--- config.mk ---
export PLATFORM = sky130hd
export DESIGN_NAME = vchip_op_sequencer
export DESIGN_NICKNAME = d
export VERILOG_FILES = /design/src/rtl/vchip_op_sequencer.sv
export SDC_FILE = /design/constraint.sdc
export NUM_CORES = 1
export LEC_CHECK = 0
export ABC_AREA = 1
export CAP_MARGIN = 40
export CORE_ASPECT_RATIO = 1.4
export CORE_MARGIN = 5
export CORE_UTILIZATION = 40
export CTS_CLUSTER_DIAMETER = 150
export DETAILED_ROUTE_END_ITERATION = 8
export GPL_TIMING_DRIVEN = 0
export HOLD_SLACK_MARGIN = 0.08
export PLACE_DENSITY_LB_ADDON = 0.25
export SYNTH_ARGS = -nofsm -noshare
export SYNTH_HDL_FRONTEND = slang
export SYNTH_SLANG_ARGS = --single-unit
--- constraint.sdc ---
create_clock -name clk -period 3.6 [get_ports clk]
set_input_delay 0.54 -clock clk [delete_from_list [all_inputs] [get_ports clk]]
set_output_delay 0.54 -clock clk [all_outputs]
set_load 0.01 [all_outputs]
--- src/rtl/vchip_op_sequencer.sv ---
// -----------------------------------------------------------------------------
// vchip_op_sequencer
//
// Drives a small ALU chip over its register bus. The block wakes and configures
// the chip after reset, then runs each accepted request as a fixed sequence:
// write left operand, write right operand, write command, idle for WAIT_CYC
// cycles, then read the result back. If the chip raises its error interrupt,
// the sequencer pulses the chip recovery input and clears the interrupt. If the
// chip raises its export interrupt, the block locks. In the locked state every
// later request is answered at once, without bus traffic, with rsp_exp=1.
//
// Ports
//   clk, rst_b                 clock, asynchronous active-low reset
//   req_valid/req_ready        request handshake; req_op/left/right payload
//   rsp_valid/rsp_ready        response handshake; rsp_data/err/exp payload
//   chip_select, address,      chip register bus (rw_: 1=read, 0=write),
//   byte_en, rw_, wdata, rdata rdata is combinational in the read cycle
//   interrupt_1, interrupt_2   chip error / export interrupts
//   maroon, gold               chip state-machine control inputs
// -----------------------------------------------------------------------------
module vchip_op_sequencer #(
    parameter int unsigned WAIT_CYC = 1  // legal 1..7
) (
    input  logic        clk,
    input  logic        rst_b,
    input  logic        req_valid,
    output logic        req_ready,
    input  logic [3:0]  req_op,
    input  logic [15:0] req_left,
    input  logic [15:0] req_right,
    output logic        rsp_valid,
    input  logic        rsp_ready,
    output logic [15:0] rsp_data,
    output logic        rsp_err,
    output logic        rsp_exp,
    output logic        chip_select,
    output logic [6:0]  address,
    output logic [1:0]  byte_en,
    output logic        rw_,
    output logic [15:0] wdata,
    input  logic [15:0] rdata,
    input  logic        interrupt_1,
    input  logic        interrupt_2,
    output logic        maroon,
    output logic        gold
);

    typedef enum logic [3:0] {
        INIT_WAKE,
        INIT_CFG,
        IDLE,
        WR_LEFT,
        WR_RIGHT,
        WR_CMD,
        WAIT,
        READ,
        RECOVER,
        CLR_INT,
        RESP,
        DEAD
    } state_t;

    localparam logic [2:0] WAIT_LOAD = 3'(WAIT_CYC - 1);

    localparam logic [6:0] ADDR_INT_CLR = 7'h04;
    localparam logic [6:0] ADDR_CMD     = 7'h08;
    localparam logic [6:0] ADDR_CFG     = 7'h0C;
    localparam logic [6:0] ADDR_LEFT    = 7'h10;
    localparam logic [6:0] ADDR_RIGHT   = 7'h14;
    localparam logic [6:0] ADDR_RESULT  = 7'h18;

    state_t      state_q, state_d;
    // armed_q keeps INIT_WAKE silent while reset is held, so the wake pulse
    // shows up in the first full cycle after release rather than during reset.
    logic        armed_q;
    logic        dead_q, dead_d;
    logic [3:0]  op_q, op_d;
    logic [15:0] left_q, left_d;
    logic [15:0] right_q, right_d;
    logic [2:0]  wait_cnt_q, wait_cnt_d;
    logic [15:0] rsp_data_q, rsp_data_d;
    logic        rsp_err_q, rsp_err_d;
    logic        rsp_exp_q, rsp_exp_d;

    // NOTE: state registers use non-blocking assignments so every flop samples
    // the pre-edge value of every other flop, independent of statement order.
    always_ff @(posedge clk or negedge rst_b) begin
        if (!rst_b) begin
            state_q    <= INIT_WAKE;
            armed_q    <= 1'b0;
            dead_q     <= 1'b0;
            op_q       <= '0;
            left_q     <= '0;
            right_q    <= '0;
            wait_cnt_q <= '0;
            rsp_data_q <= '0;
            rsp_err_q  <= 1'b0;
            rsp_exp_q  <= 1'b0;
        end else begin
            state_q    <= state_d;
            armed_q    <= 1'b1;
            dead_q     <= dead_d;
            op_q       <= op_d;
            left_q     <= left_d;
            right_q    <= right_d;
            wait_cnt_q <= wait_cnt_d;
            rsp_data_q <= rsp_data_d;
            rsp_err_q  <= rsp_err_d;
            rsp_exp_q  <= rsp_exp_d;
        end
    end

    // NOTE: every output of this block is given a default before the case
    // statement, so no path leaves a signal unassigned and no latch is inferred.
    always_comb begin
        state_d     = state_q;
        dead_d      = dead_q;
        op_d        = op_q;
        left_d      = left_q;
        right_d     = right_q;
        wait_cnt_d  = wait_cnt_q;
        rsp_data_d  = rsp_data_q;
        rsp_err_d   = rsp_err_q;
        rsp_exp_d   = rsp_exp_q;

        req_ready   = 1'b0;
        rsp_valid   = 1'b0;
        chip_select = 1'b0;
        rw_         = 1'b1;
        address     = '0;
        byte_en     = '0;
        wdata       = '0;
        maroon      = 1'b0;
        gold        = 1'b0;

        unique case (state_q)
            INIT_WAKE: begin
                if (armed_q) begin
                    gold    = 1'b1;
                    state_d = INIT_CFG;
                end
            end

            INIT_CFG: begin
                chip_select = 1'b1;
                rw_         = 1'b0;
                address     = ADDR_CFG;
                byte_en     = 2'b10;
                wdata       = 16'h0300;
                state_d     = IDLE;
            end

            IDLE: begin
                req_ready = 1'b1;
                if (req_valid) begin
                    op_d    = req_op;
                    left_d  = req_left;
                    right_d = req_right;
                    state_d = WR_LEFT;
                end
            end

            WR_LEFT: begin
                chip_select = 1'b1;
                rw_         = 1'b0;
                address     = ADDR_LEFT;
                byte_en     = 2'b11;
                wdata       = left_q;
                state_d     = WR_RIGHT;
            end

            WR_RIGHT: begin
                chip_select = 1'b1;
                rw_         = 1'b0;
                address     = ADDR_RIGHT;
                byte_en     = 2'b11;
                wdata       = right_q;
                state_d     = WR_CMD;
            end

            WR_CMD: begin
                chip_select = 1'b1;
                rw_         = 1'b0;
                address     = ADDR_CMD;
                byte_en     = 2'b11;
                wdata       = {1'b1, 11'h000, op_q};  // bit 15 = start
                wait_cnt_d  = WAIT_LOAD;
                state_d     = WAIT;
            end

            WAIT: begin
                if (wait_cnt_q == 3'd0) begin
                    state_d = READ;
                end else begin
                    wait_cnt_d = wait_cnt_q - 3'd1;
                end
            end

            READ: begin
                chip_select = 1'b1;
                rw_         = 1'b1;
                address     = ADDR_RESULT;
                rsp_data_d  = rdata;
                // Export lock outranks a simultaneous error.
                if (interrupt_2) begin
                    rsp_exp_d = 1'b1;
                    rsp_err_d = 1'b0;
                    dead_d    = 1'b1;
                    state_d   = RESP;
                end else if (interrupt_1) begin
                    rsp_exp_d = 1'b0;
                    rsp_err_d = 1'b1;
                    state_d   = RECOVER;
                end else begin
                    rsp_exp_d = 1'b0;
                    rsp_err_d = 1'b0;
                    state_d   = RESP;
                end
            end

            RECOVER: begin
                maroon  = 1'b1;
                state_d = CLR_INT;
            end

            CLR_INT: begin
                chip_select = 1'b1;
                rw_         = 1'b0;
                address     = ADDR_INT_CLR;
                byte_en     = 2'b10;
                wdata       = 16'h0100;
                state_d     = RESP;
            end

            RESP: begin
                rsp_valid = 1'b1;
                if (rsp_ready) begin
                    state_d = dead_q ? DEAD : IDLE;
                end
            end

            DEAD: begin
                // rsp_valid is never high here, so DEAD is always ready.
                req_ready = 1'b1;
                if (req_valid) begin
                    rsp_data_d = '0;
                    rsp_exp_d  = 1'b1;
                    rsp_err_d  = 1'b0;
                    state_d    = RESP;
                end
            end

            default: begin
                state_d = INIT_WAKE;
            end
        endcase
    end

    assign rsp_data = rsp_data_q;
    assign rsp_err  = rsp_err_q;
    assign rsp_exp  = rsp_exp_q;

endmodule

# Word level (Yosys, flattened, before mapping)
# Cells that the tools add are included.
[word_totals]
regBits = 63
in_bits = 58
[op_classes]
addsub = 1
n_eq_ne = 17
n_mux = 30
n_reduce_logical = 14
[ops]
columns = ["cell", "n"]
rows = [
  ["$pmux W16 S5", 1],
  ["$pmux W4 S12", 1],
  ["$pmux W16 S2", 1],
  ["$pmux W5 S6", 1],
  ["$mux W4", 6],
  ["$eq A4 B3 Y1 const B", 4],
  ["$eq A4 B4 Y1 const B", 4],
  ["$mux W16", 1],
  ["$mux W1", 12],
  ["$ne A2 B2 Y1 const B", 6],
  ["$eq A4 B2 Y1 const B", 2],
  ["$reduce_and A2 Y1", 4],
  ["$pmux W3 S2", 1],
  ["$reduce_or A6 Y1", 1],
  ["$reduce_and A5 Y1", 1],
  ["$reduce_or A5 Y1", 1],
  ["$eq A4 B1 Y1 const B", 1],
  ["$logic_not A4 Y1", 1],
  ["$mux W2", 2],
  ["$pmux W1 S2", 2],
  ["$pmux W2 S2", 1],
  ["$reduce_bool A2 Y1", 2],
  ["$reduce_or A2 Y1", 2],
  ["$logic_not A3 Y1", 1],
  ["other kinds (3)", 3],
]

# Logic depth before layout (Yosys ltp)
[depth]
word_depth = 3
depth_mapped = 9
ltp_nobuf = 9

# Worst setup path after synthesis
# Ideal clock, no wire load.
[synth_path]
kind = "reg2out"
start = "register state_q[2]"
end = "output wdata[5]"
arrival_time_ps = 1192
slack_ps = 1868
stages_incl_launch_ff = 6
path_buffers = 1
path_cell_list = "dfrtp_1 nor2_2 inv_2 nor2_4 buf_4 a22o_1"
[synth_via]
elab_chain_cells = 2
[synth_rtl]
columns = ["element", "line_no", "source"]
rows = [
  ["start, declared", "72", "state_t state_q, state_d;"],
  ["start signal, assigned", "100", "state_q <= state_d;"],
  ["$eq A4 B4 Y1, or another cell as far along", "136", "unique case (state_q)"],
  ["$pmux W16 S5 *", "136", ""],
  ["end, declared", "40", "output logic [15:0] wdata,"],
]
# Mark *: on every way between the ends. The rest lies on a longest branch, timed or not.

# Worst setup path after layout
[layout_path]
start = "register state_q[2]"
end = "output wdata[9]"
# The elaborated chain is that of the path after synthesis.

==> results.json <==
{
  "finalMaxSlewViolations": 0,
  "vias_per_cell": 4.72,
  "synth_area_per_cell_um2": 8.20,
  "synth_cell_types": 29,
  "std_cell_rows": 37,
  "peakVddDrop_v": 0.000381,
  "wl_um": 8030,
  "critPathMaxFanout": 10,
  "cts_resized": 0,
  "drive_gt1_frac": 0.116,
  "cts_setup_buffers": 0,
  "max_slew.worst_pin.slew_ns": 0.797,
  "required_ns": 3.06,
  "holdBufCountCts": 0,
  "fill_cells": 672,
  "fmax_mhz": 350,
  "arrival_ns": 2.32,
  "dieHeight_um": 113,
  "finalCritPeriodShare": 0.795,
  "rsz0062_at_grt": "no",
  "grt_overflow": 0,
  "fin_util": 0.601,
  "clk_path_buf_depth": 2,
  "maxCapViolCount": 0,
  "synthTopCellsByArea": "dfrtp_1 (52%), nand2_1 (20%), nand3_1 (7.9%)",
  "globalplace.congestion": 0.796,
  "drt_iter0_markers": 168,
  "synth_area_mm2": 0.00304,
  "layout_min_cycle_time_ns": 2.86,
  "numPortBuffers": 102,
  "ys_seq_elements": 63,
  "die_w_um": 83.7,
  "ys.warnings.count": 0,
  "multi_input_area_mm2": 0.00124,
  "io_pins": 107,
  "hold_viol_final": 0,
  "die_area_mm2": 0.00947,
  "async_flop_share": 1.00,
  "grt_antenna_before_repair": 0,
  "setup_tns_ns": 0,
  "r2r-end": "left_q[4]",
  "worst_hold_path_type": "in2async",
  "yosys.area.top_type": "dfrtp_1",
  "antenna_cells": 0,
  "p_leak_nw": 2.20,
  "path_class": "reg2out",
  "synth_edf_count": 0,
  "root_buffer": "clkbuf_8",
  "numClockSinks": 63,
  "seqCellArea_mm2": 0.00158,
  "htreeDepth": 3,
  "ant_nets": 0,
  "relSlewSlack": 0.468,
  "routedWlPerCell_um": 13.6,
  "r2r-start": "state_q[2]",
  "nets": 547,
  "hpwl_um": 6080,
  "cts-buffers-inserted": 9,
  "r2r_cells": 7,
  "yosysTopAreaCellShare": 0.518,
  "synth_cells": 371,
  "grt_max_degree": 64,
  "area_growth_pct": 46.2,
  "status": "completed",
  "grt_pass1_vias": 2795,
  "finalNonFillerCells": 589,
  "endpoint_kind": "output port",
  "startpoint_type": "flop",
  "worst_hold_slack_ns": 0.262,
  "vias": 2778,
  "final_area_mm2": 0.00445,
  "initial_utilization": 0.411,
  "cts_tree": "built",
  "placed_cells": 573,
  "path_clk_slew_ns": 0.07,
  "synth_flop_cell": "dfrtp_1",
  "track_usage": 0.176,
  "dr.pass1.iters": 4,
  "cellPowerDensity_mw_per_mm2": 793,
  "clk_latency_ns": 0.34,
  "postPlaceCellArea_mm2": 0.00419,
  "coreArea_mm2": 0.00741,
  "clock_skew_ns": 0.00831,
  "grt_pass1_wl_um": 13300,
  "rrSetupSlack_ns": 2.15,
  "drc": 0,
  "setup_violations": 0,
  "yosysSeqAreaShare": 0.518
}
[logic make-up after synthesis]
family	count (synthesis)	share of synthesized area
AOI/OAI and AO/OA	21	0.0490
adders and majority gates	2	0.00823
buffers and inverters	42	0.0765
DFF	63	0.518
other	2	0.00247
and+or+nand+nor	241	0.346
[worst max-delay path: stages, from the launching register on]
cell             delay (ns)
dfrtp_1                0.47
nor2_2                 0.17
inv_2                  0.10
nor2_4                 0.24
buf_4                  0.24
nand2_1                0.10
nand3_1                0.11
clkdlybuf4s50_1        0.54
[state kept, by name, indices dropped and copies added (netlist names)]
register	count
wait_cnt_q	3
rsp_exp	1
armed_q	1
state_q	4
rsp_err	1
rsp_data	16
right_q	16
op_q	4
left_q	16
dead_q	1
[final cells by class]
cell class / instances / area share
plain buffers: 20 / 0.0332
clock buffers: 11 / 0.0340
clock inverters: 5 / 0.0233
inverters: 22 / 0.0191
multi-input cells: 269 / 0.280
flip-flops and latches: 63 / 0.354
well taps: 97 / 0.0273
repair buffers: 102 / 0.229
[where the power goes]
part | total, mW | switching, mW | leakage [nW] | internal (mW)
logic | 1.56 | 0.798 | 1.28 | 0.759
clock network | 0.778 | 0.281 | 0.130 | 0.498
registers | 1.19 | 0.185 | 0.794 | 1.01
[cells in the mapped netlist (2+ instances only)]
library cell and n:
nor3_1 2, nand2_2 3, nand2_1 160, o21ai_0 6
buf_2 4, ha_1 2, nor2_2 6, conb_1 2
nand3_1 48, nor2_1 13, dfrtp_1 63, nand2_4 2
buf_6 5, inv_2 5, buf_1 2, buf_4 8
nor2_4 5, a22o_1 9, inv_1 16
[worst max path at each step]
stage               start          end  slack, ns  depth (start not counted)
2_1_floorplan  state_q[2]     wdata[5]       1.87                          5
5_1_grt        state_q[0]     wdata[9]       0.61                          7
3_5_place_dp   state_q[2]     wdata[9]       1.09                          7
4_1_cts        state_q[2]     wdata[9]       0.69                          7
6_report       state_q[2]     wdata[9]       0.74                          7
3_3_place_gp        rst_b  right_q[14]      -0.08                          1
[routing by layer]
metal  vias up  wire length [um]  track usage
met4         0                94       0.0547
met3        10               501       0.0386
met1      1278              3270        0.209
met5         -                 0            0
li1       1401                 -            -
met2        89              4160        0.314
[through the flow]
step / worst slack, ns / total power, mW
after CTS: 0.689 / 3.57
final: 0.739 / 3.53
after global placement: -0.0791 / 2.73
after detailed placement: 1.09 / 2.77
after global routing: 0.611 / 3.77
after floorplan: 1.87 / 2.02
[placed cells by master (no fill, tap or decap), types with 9 or more instances in the layout]
| cell | netlist | final |
|---|---|---|
| nor2_1 | 13 | 13 |
| nand3_1 | 48 | 48 |
| a22o_1 | 9 | 9 |
| clkdlybuf4s50_1 | 0 | 101 |
| dfrtp_1 | 63 | 63 |
| clkbuf_8 | 0 | 11 |
| buf_4 | 8 | 9 |
| nand2_1 | 160 | 160 |
| inv_1 | 16 | 16 |
(Power assumes the default switching activity.)
